## src/rtl/chess_pkg.sv

```systemverilog
// chess_pkg: shared state encoding, turn constants and default move-counter width for the chess timer
package chess_pkg;
  typedef enum logic [2:0] {
    IDLE  = 3'd0,
    SET   = 3'd1,
    RUN_W = 3'd2,
    RUN_B = 3'd3,
    PAUSE = 3'd4,
    FLAG  = 3'd5
  } state_t;
  localparam logic WHITE = 1'b0;
  localparam logic BLACK = 1'b1;
  localparam int MOVE_W_DEF = 8;
endpackage

```

## src/rtl/chess_turn_ctrl.sv

```systemverilog
// chess_turn_ctrl: turn sequencer for the chess timer (player enables, preset load, set mode, flag fall, increments)
// Ports: clk/reset (sync, active-high); set/start/btn_w/btn_b one-cycle button pulses; zero_w/zero_b counter-empty levels;
//        setTime/count_w/count_b/flag_w/flag_b decode the state; load/inc_w/inc_b are registered pulses;
//        turn is the side to move; moves counts completed full moves and saturates.
module chess_turn_ctrl
  import chess_pkg::*;
#(
  parameter int MOVE_W = MOVE_W_DEF,
  parameter bit INC_EN = 1'b1
) (
  input  logic              clk,
  input  logic              reset,
  input  logic              set,
  input  logic              start,
  input  logic              btn_w,
  input  logic              btn_b,
  input  logic              zero_w,
  input  logic              zero_b,
  output logic              setTime,
  output logic              load,
  output logic              count_w,
  output logic              count_b,
  output logic              inc_w,
  output logic              inc_b,
  output logic              flag_w,
  output logic              flag_b,
  output logic              turn,
  output logic [MOVE_W-1:0] moves
);
  state_t state, nextState;
  logic pauseTurn, nextPauseTurn, nextTurn, nextLoad, nextIncW, nextIncB, bumpMoves, loadPending;
  always_ff @(posedge clk) begin
    if (reset) begin
      state       <= IDLE;
      turn        <= WHITE;
      pauseTurn   <= WHITE;
      moves       <= '0;
      load        <= 1'b0;
      inc_w       <= 1'b0;
      inc_b       <= 1'b0;
      loadPending <= 1'b1;
    end else begin
      state       <= nextState;
      turn        <= nextTurn;
      pauseTurn   <= nextPauseTurn;
      load        <= nextLoad;
      inc_w       <= nextIncW;
      inc_b       <= nextIncB;
      loadPending <= 1'b0;
      moves       <= nextLoad ? '0 : (bumpMoves && moves != '1) ? moves + 1'b1 : moves;
    end
  end
  // The post-reset load cycle swallows button inputs so load can never overlap a running counter.
  always_comb begin
    nextState     = state;
    nextTurn      = turn;
    nextPauseTurn = pauseTurn;
    nextLoad      = loadPending;
    nextIncW      = 1'b0;
    nextIncB      = 1'b0;
    bumpMoves     = 1'b0;
    if (!loadPending) begin
      case (state)
        IDLE:
          if (set) nextState = SET;
          else if (start) begin
            nextState = RUN_W;
            nextTurn  = WHITE;
          end
        SET:
          if (set) begin
            nextState = IDLE;
            nextLoad  = 1'b1;
          end
        RUN_W:
          if (zero_w) nextState = FLAG;
          else if (start) begin
            nextState     = PAUSE;
            nextPauseTurn = WHITE;
          end else if (btn_w) begin
            nextState = RUN_B;
            nextTurn  = BLACK;
            nextIncW  = INC_EN;
          end
        RUN_B:
          if (zero_b) nextState = FLAG;
          else if (start) begin
            nextState     = PAUSE;
            nextPauseTurn = BLACK;
          end else if (btn_b) begin
            nextState = RUN_W;
            nextTurn  = WHITE;
            nextIncB  = INC_EN;
            bumpMoves = 1'b1;
          end
        PAUSE:
          if (set) nextState = SET;
          else if (start) begin
            nextState = pauseTurn ? RUN_B : RUN_W;
            nextTurn  = pauseTurn;
          end
        FLAG:
          if (set) begin
            nextState = IDLE;
            nextLoad  = 1'b1;
          end
        default: nextState = IDLE;
      endcase
    end
    // A fresh game always starts with white to move.
    if (nextLoad) nextTurn = WHITE;
  end
  assign setTime = state == SET;
  assign count_w = state == RUN_W;
  assign count_b = state == RUN_B;
  // FLAG keeps the turn of the player who ran out, so the turn bit selects which flag is shown.
  assign flag_w  = state == FLAG && turn == WHITE;
  assign flag_b  = state == FLAG && turn == BLACK;
  a_count_excl: assert property (@(posedge clk) disable iff (reset) !(count_w && count_b));
  a_flag_excl:  assert property (@(posedge clk) disable iff (reset) !(flag_w && flag_b));
  a_load_idle:  assert property (@(posedge clk) disable iff (reset) !(load && (count_w || count_b)));
endmodule
```

## config.mk

```make
export PLATFORM = sky130hd
export DESIGN_NAME = chess_turn_ctrl
export DESIGN_NICKNAME = d
export VERILOG_FILES = /design/src/rtl/chess_pkg.sv /design/src/rtl/chess_turn_ctrl.sv
export SDC_FILE = /design/constraint.sdc
export NUM_CORES = 1
export LEC_CHECK = 0
export ABC_AREA = 1
export ABC_CLOCK_PERIOD_IN_PS = 2590
export CELL_PAD_IN_SITES_DETAIL_PLACEMENT = 2
export CELL_PAD_IN_SITES_GLOBAL_PLACEMENT = 2
export CORE_ASPECT_RATIO = 0.75
export CORE_UTILIZATION = 34
export DETAILED_ROUTE_END_ITERATION = 10
export DONT_BUFFER_PORTS = 1
export PLACE_DENSITY_LB_ADDON = 0.1
export REMOVE_ABC_BUFFERS = 1
export SYNTH_ARGS = -nofsm -noshare
export SYNTH_HDL_FRONTEND = slang
export SYNTH_SLANG_ARGS = --single-unit
```

## constraint.sdc

```tcl
create_clock -name clk -period 2.59 [get_ports clk]
set_clock_uncertainty 0.15 [all_clocks]
set_input_delay 0.259 -clock clk [delete_from_list [all_inputs] [get_ports clk]]
set_output_delay 0.259 -clock clk [all_outputs]
set_load 0.01 [all_outputs]
```

Word level (Yosys, flattened, before mapping). Index checks and enable logic that the tools add are counted.

Output and inout bits: 17. Input port bits: 8. Bits in registers: 17.

Bitwise gates (word level): 3. Equal/unequal tests: 23. Reductions and logical operators: 12. Muxes and demuxes: 38. $add $sub $neg: 1.

Operators with widths (count): $mux W3 (11); $mux W1 (24); $ne A2 B2 Y1 const B (12); $pmux W3 S5 (1); $reduce_and A12 Y1 (1); $reduce_and A6 Y1 (2); $add A8 B1 Y8 const B (1); $ne A4 B4 Y1 const B (2); $ne A8 B8 Y1 const B (1); $eq A3 B2 Y1 const B (2); $eq A3 B3 Y1 const B (2); $ne A3 B3 Y1 const B (2); $reduce_or A5 Y1 (1); $pmux W1 S4 (1); $reduce_bool A4 Y1 (1); $reduce_or A2 Y1 (2); $eq A3 B1 Y1 const B (1); $logic_and A1 B1 Y1 (3); $logic_not A3 Y1 (1); $not A1 Y1 (3); $ne A2 B1 Y1 const B (1); $pmux W1 S2 (1); $reduce_bool A2 Y1 (1).

Depth between registers and ports, before layout. Gate-level depths: netlist (run 1).

Depth after elaboration: 6. Depth in mapped cells: 10.

Worst setup path after synthesis (run 1). OpenSTA, ideal clock, no wires.

Path kind: reg2reg. From: register moves[0]. To: register moves[2]. Library setup time: 115 ps. Path buffers: 0. Cell stages (with the launch flop): 9. Required time: 2325 ps. Setup slack: 965 ps. Arrival time: 1360 ps. Cells stage by stage: dfxtp_1 ha_1 nand2_1 inv_1 nand2_1 nor2_1 nor2_8 a21oi_1 nor2_1.

Longest elaborated chain between the ends: 2. Elaborated cells on any way between the ends: 3. Those cells by class: add/sub (1); eq/ne (1); reduce/logical (1).

Ends and longest elaborated chain: start: declaration (RTL line chess_turn_ctrl.sv:28) `output logic [MOVE_W-1:0] moves`; start signal: assignment (RTL line chess_turn_ctrl.sv:50) `moves <= nextLoad ? '0 : (bumpMoves && moves != '1) ? moves + 1'b1 : moves;`; parallel branches: the longest is 2 deep, another holds $add A8 B1 Y8.

Parallel ways; which one is timed is not known. A chain may end at the register's enable or synchronous reset.

Worst setup path after layout (run 1).
From: register moves[0]. To: register moves[6].

Same word-level chain as after synthesis.

==> flow_summary_export.csv, run 1 <==
group,metric,value,unit
status,status,"complete, no violations",
worst_setup_path,critical_path_class,"flip-flop to flip-flop",
layout,n_fill_cell,347,
timing,maxSlewViolCount,0,
timing,layout_min_cycle_time,1.90,ns
synthesis,yosysWarnings,0,
power,netSwitchingPower,0.000172,W
die,die_area,3280,µm²
detailed_routing,drc_errors,0,
cts,tritoncts,"done",
worst_setup_path,r2r-start,"moves[0]",
die,coreArea,2740,µm²
global_route,grt_usage,0.224,
power,p_int,0.000406,W
die,initial_core_util,0.378,
global_route,antenna_found_initial,0,
worst_setup_path,critPathMaxFanout,7,
cts,hold_buffers,1,
detailed_routing,ant_nets,0,
worst_setup_path,cp_top_family,"compound AO/OA/AOI/OAI gates",
detailed_routing,wirelength,3.16,mm
synthesis,ys_types,23,
worst_setup_path,cp-end-kind,"flip-flop",
worst_setup_path,worst_ep_required_time,2.63,ns
timing,worst_pin_slew,0.551,ns
global_route,grt_pass1_vias,1077,
layout,postLayoutCellArea,1130,µm²
synthesis,synth_seq_area_share,0.328,
global_route,grt_max_degree,10,
placed_design,placed_area,1080,µm²
cts,clock_sinks,17,
global_route,grt_overflow,0,
power,power_frac_comb,0.159,
power,peakVddDrop,0.000295,V
worst_setup_path,cp_common_cell,"nand2_1",
worst_hold_path,worstHoldPathType,"input port to flip-flop",
cts,cts_setup_buffers,0,
worst_setup_path,slowest_delay,0.48,ns
synthesis,netlist_instances,163,
cts,cts_resized,0,
die,die_x,65.8,µm
cts,clockBufferDepth,2,
placed_design,io_buffers,0,
power,p_leak,0.488,nW
power,p_per_area,511,nW/µm²
worst_setup_path,crit_arrival,1.94,ns
detailed_routing,vias,1062,
worst_setup_path,cp_slowest_cell,"o21ai_1",
timing,fin_tns_setup,0,ns
placed_design,dpl.hpwl,2.54,mm
cts,htreeDepth,1,
die,io_pins,25,
worst_setup_path,startpoint_type,"flip-flop",
power,p_seq_frac,0.495,
timing,hold_viol_final,0,
timing,max_clock_freq,0.525,GHz
synthesis,avgSynthCellArea,6.36,µm²
cts,cts-root-buf,"clkbuf_8",
cts,clk_latency,0.25,ns
worst_setup_path,r2r_slack,0.69,ns
placed_design,dp_slack,0.706,ns
synthesis,synth-seq-cells,17,
global_route,grt_pass1_wl,5.41,mm
detailed_routing,wl_per_cell,15.6,µm
power,pwr-share-clk,0.345,
detailed_routing,drt_pass1_iterations,4,
synthesis,syn_area,1040,µm²
timing,rsz0062_at_grt,"false",
detailed_routing,drt-initial-drc-count,41,
cts,cts_made_buffers,3,
layout,syn_to_final_growth,9.17,%
timing,setup_slack,0.686,ns
worst_hold_path,min_from,"btn_w",
worst_setup_path,crit_path_cell_trace,"ha_1 > nand2_1 > inv_1 > nand2_1 > o21ai_1 > nand2_1 > a21oi_1",
detailed_routing,via_per_inst,5.23,
worst_setup_path,crit_buf_inv,1,
placed_design,globalplace.congestion,0.868,
die,row_count,16,
layout,drive_gt1_frac,0.0719,
cts,path_clk_slew,0.07,ns
die,die_h,49.8,µm
timing,setup_viol,0,
layout,final_nets,177,
timing,relSlewSlack,0.630,
run,drv_cap,0,
worst_setup_path,startpoint,"moves[0]",
timing,period_share,0.735,
layout,diodes,0,
power,swShare,0.298,
area by class of cell:
cell class | instances | area (µm²) | share of cell area
multi-input combinational | 127 | 624 | 0.551
sequential | 17 | 340 | 0.301
inverter | 18 | 67.6 | 0.0597
clock buffer | 4 | 45.0 | 0.0398
tap | 36 | 45.0 | 0.0398
timing repair buffer | 1 | 10.0 | 0.00884
metrics by stage:
stage	utilization	std cells	total power [W]	hold WS, ns
floorplan	-	162	0.000355	0.137
global placement	0.393	198	0.000375	0.137
detailed placement	0.393	198	0.000381	0.137
CTS	0.413	203	0.000584	0.0431
global route	0.413	203	0.000615	0.0589
finish	0.413	203	0.000578	0.0469
synthesized netlist by cell type, drive strengths merged:
master | n | area, µm²
xnor2 | 2 | 17.5
nor2 | 29 | 144
inv | 18 | 67.6
nand4 | 1 | 21.3
o211ai | 1 | 7.51
or2 | 1 | 6.26
xor2 | 1 | 8.76
nand3 | 14 | 80.1
nor3b | 1 | 7.51
nor3 | 4 | 20.0
buf | 1 | 5.00
nand3b | 1 | 7.51
o21ai | 7 | 35.0
a21oi | 11 | 55.1
nand2 | 53 | 201
ha | 1 | 12.5
dfxtp | 17 | 340
layer usage:
| layer | share of wire | track usage |
|---|---|---|
| met3 | 0.061 | 0.0764 |
| met5 | 0 | 0 |
| met1 | 0.51 | 0.314 |
| met4 | 0.0044 | 0.0217 |
| met2 | 0.43 | 0.340 |
cell usage in the layout, fill, tap and decap left out, types with 2 or more instances in the layout:
cell      count
nor2_1       26
nand3_1      12
inv_1        17
clkbuf_8      3
dfxtp_1      17
o21ai_0       4
a21oi_1      11
nor3_1        4
nand2_1      52
xnor2_1       2
nor2_8        2
o21ai_1       3
nand3_2       2
final timing paths:
check,endpoint,cells past startpoint
worst max-delay path,moves[6],7
worst min-delay path,inc_w,2
worst max register to register,moves[6],7
worst min register to register,pauseTurn,2
worst reg2reg max path, cell delays in order (launching register included):
cell,delay [ns]
dfxtp_1,0.44
ha_1,0.25
nand2_1,0.07
inv_1,0.08
nand2_1,0.10
o21ai_1,0.48
nand2_1,0.13
a21oi_1,0.14
state kept, by name, summed over array words and instances (netlist names):
name         cells
moves            8
inc_b            1
turn             1
loadPending      1
load             1
state            3
pauseTurn        1
inc_w            1
cells by family after synthesis:
group	after synthesis	share of synthesized area
AND/OR/NAND/NOR	104	0.470
flip-flops	17	0.328
buffers and inverters	19	0.0700
adder cells (fa/ha/maj)	1	0.0121
XOR/XNOR	3	0.0253
AO/OA/AOI/OAI	19	0.0941
power by group through the flow:
stage | Sequential, W | Combinational (W) | Clock (W)
2_1_floorplan | 0.000287 | 0.0000680 | 0
6_report | 0.000286 | 0.0000922 | 0.000200
3_5_place_dp | 0.000291 | 0.0000898 | 0
4_1_cts | 0.000286 | 0.0000928 | 0.000205
5_1_grt | 0.000287 | 0.000105 | 0.000222
3_3_place_gp | 0.000292 | 0.0000839 | 0
Note: power is estimated with default switching activity, not from simulation.
==> inputs of run 2 (changes only) <==
Settings changed: ABC_CLOCK_PERIOD_IN_PS 2590 to 1950, CORE_UTILIZATION 34 to 32.
Clock period 2.59 ns to 1.95 ns, I/O delays scaled along.
==> run 2 against run 1 <==
  * Final area increased by 6.3%
  * Total power increased by 36%
  * Sequential power increased by 31%
  * First-iteration DRC count increased by 56%
  * Critical endpoint is now moves[2]
  * Largest power group unchanged
==> flow_summary_export.csv, run 2 (same netlist as run 1, synthesis figures left out) <==
group,metric,value,unit
layout,final_common_cell,"nand2_1",
detailed_routing,drt_pass1_iterations,2,
timing,layout_min_cycle_time,1.79,ns
timing,hold_viol_final,0,
layout,postLayoutCellArea,1200,µm²
layout,diodes,0,
die,die_area,3480,µm²
global_route,grt_overflow,0,
detailed_routing,wirelength,3.60,mm
global_route,use_met1,0.329,
detailed_routing,ant_nets,0,
detailed_routing,via_per_inst,5.25,
worst_setup_path,slowest_delay,0.36,ns
global_route,grtUsageMet3,0.0558,
cts,path_clk_slew,0.07,ns
die,die_h,51.3,µm
run,drv_cap,0,
cts,tritoncts,"done",
die,io_pins,25,
timing,worst_pin_slew,0.363,ns
timing,max_clock_freq,0.559,GHz
layout,largest_reg_flops,8,
worst_setup_path,crit_path_cell_trace,"ha_1 > nand2_1 > inv_1 > nand2_1 > nor2_1 > nor2_8 > a21oi_1 > nor2_1",
global_route,grt_usage,0.240,
worst_setup_path,startpoint_type,"flip-flop",
power,p_leak,0.529,nW
timing,fin_tns_setup,0,ns
placed_design,placed_area,1120,µm²
cts,clk_latency,0.25,ns
worst_setup_path,critical_path_class,"flip-flop to flip-flop",
global_route,grt_max_degree,10,
cts,clock_sinks,17,
cts,htreeDepth,1,
layout,syn_to_final_growth,16.0,%
placed_design,globalplace.congestion,0.808,
layout,drive_gt1_frac,0.109,
worst_hold_path,worstHoldPathType,"input port to flip-flop",
layout,regMostFlops,"moves",
detailed_routing,wl_per_cell,16.9,µm
power,peakVddDrop,0.000295,V
timing,maxSlewViolCount,0,
detailed_routing,drc_errors,0,
placed_design,dpl.hpwl,2.80,mm
layout,largestRegisters,"moves (8), state (3)",
timing,setup_viol,0,
timing,period_share,0.917,
worst_setup_path,cp_slowest_cell,"dfxtp_1",
worst_setup_path,critPathMaxFanout,9,
detailed_routing,drt-initial-drc-count,64,
die,die_x,67.7,µm
die,coreArea,3020,µm²
layout,final_nets,185,
global_route,antenna_found_initial,0,
cts,cts_made_buffers,3,
timing,relSlewSlack,0.756,
global_route,grtUsageMet2,0.376,
status,status,"complete, no violations",
timing,rsz0062_at_grt,"false",
detailed_routing,vias,1119,
placed_design,io_buffers,0,
worst_setup_path,cp-end-kind,"flip-flop",
global_route,busiest_layer,"met2",
die,row_count,17,
cts,clockBufferDepth,2,
die,initial_core_util,0.343,
cts,cts_setup_buffers,0,
cts,cts-root-buf,"clkbuf_8",
worst_setup_path,worst_ep_required_time,1.95,ns
global_route,grt_pass1_wl,6.04,mm
layout,mostFrequentLayoutCells,"52 x nand2_1, 26 x nor2_1, 17 x inv_1, 17 x dfxtp_1, 12 x nand3_1",
global_route,grt_pass1_vias,1210,
power,p_per_area,654,nW/µm²
worst_setup_path,crit_arrival,1.79,ns
==> run 2: per-stage QoR <==
step                      instances  setup WS (ns)  total power (W)  hold WS [ns]   util
after detailed placement        206          0.145         0.000514        0.0731  0.372
after global routing            213         0.0891         0.000833        0.0404  0.399
final                           213          0.162         0.000787        0.0377  0.399
after global placement          206          0.255         0.000506        0.0731  0.372
after CTS                       213         0.0455         0.000795        0.0210  0.397
after floorplan                 162          0.325         0.000471        0.0727      -
==> run 2: report_power, final <==
group	internal [W]	switching, W
clock network	0.000145	0.000125
logic	0.0000438	0.0000963
registers	0.000358	0.0000187
total	0.000547	0.000240
==> run 2: worst max-delay path: cells and delay by family (launching register included) <==
family,cells,cell delay [ns]
flip-flops,1,0.36
adder cells (fa/ha/maj),1,0.23
buffers and inverters,1,0.09
AND/OR/NAND/NOR,5,0.71
AO/OA/AOI/OAI,1,0.14
==> run 2: repair_timing <==
| action | in CTS | in global routing |
|---|---|---|
| hold buffers | 3 | 0 |
| setup endpoints to repair | 0 | 1 |
| endpoints found under the hold margin | 7 | 0 |
| gates resized for setup | 0 | 1 |
==> run 2: cell type report <==
class	instances	area (µm²)
tap	38	47.5
fill	386	1820
timing repair buffer	9	75.1
clock buffer	4	45.0
sequential	17	340
multi-input combinational	127	628
inverter	18	67.6
==> run 2: final timing paths <==
| path | endpoint | slack, ns | start | cells past startpoint |
|---|---|---|---|---|
| hold / removal | inc_w | 0.04 | zero_w | 3 |
| hold reg to reg | pauseTurn | 0.37 | pauseTurn | 2 |
| setup reg to reg | moves[2] | 0.16 | moves[1] | 8 |
| setup / recovery | moves[2] | 0.16 | moves[1] | 8 |
==> run 2: layer usage <==
| layer | vias to the layer above | share of wire |
|---|---|---|
| met5 | - | 0 |
| met4 | 0 | 0.0028 |
| met3 | 2 | 0.035 |
| met2 | 16 | 0.46 |
| met1 | 557 | 0.50 |
| li1 | 544 | - |
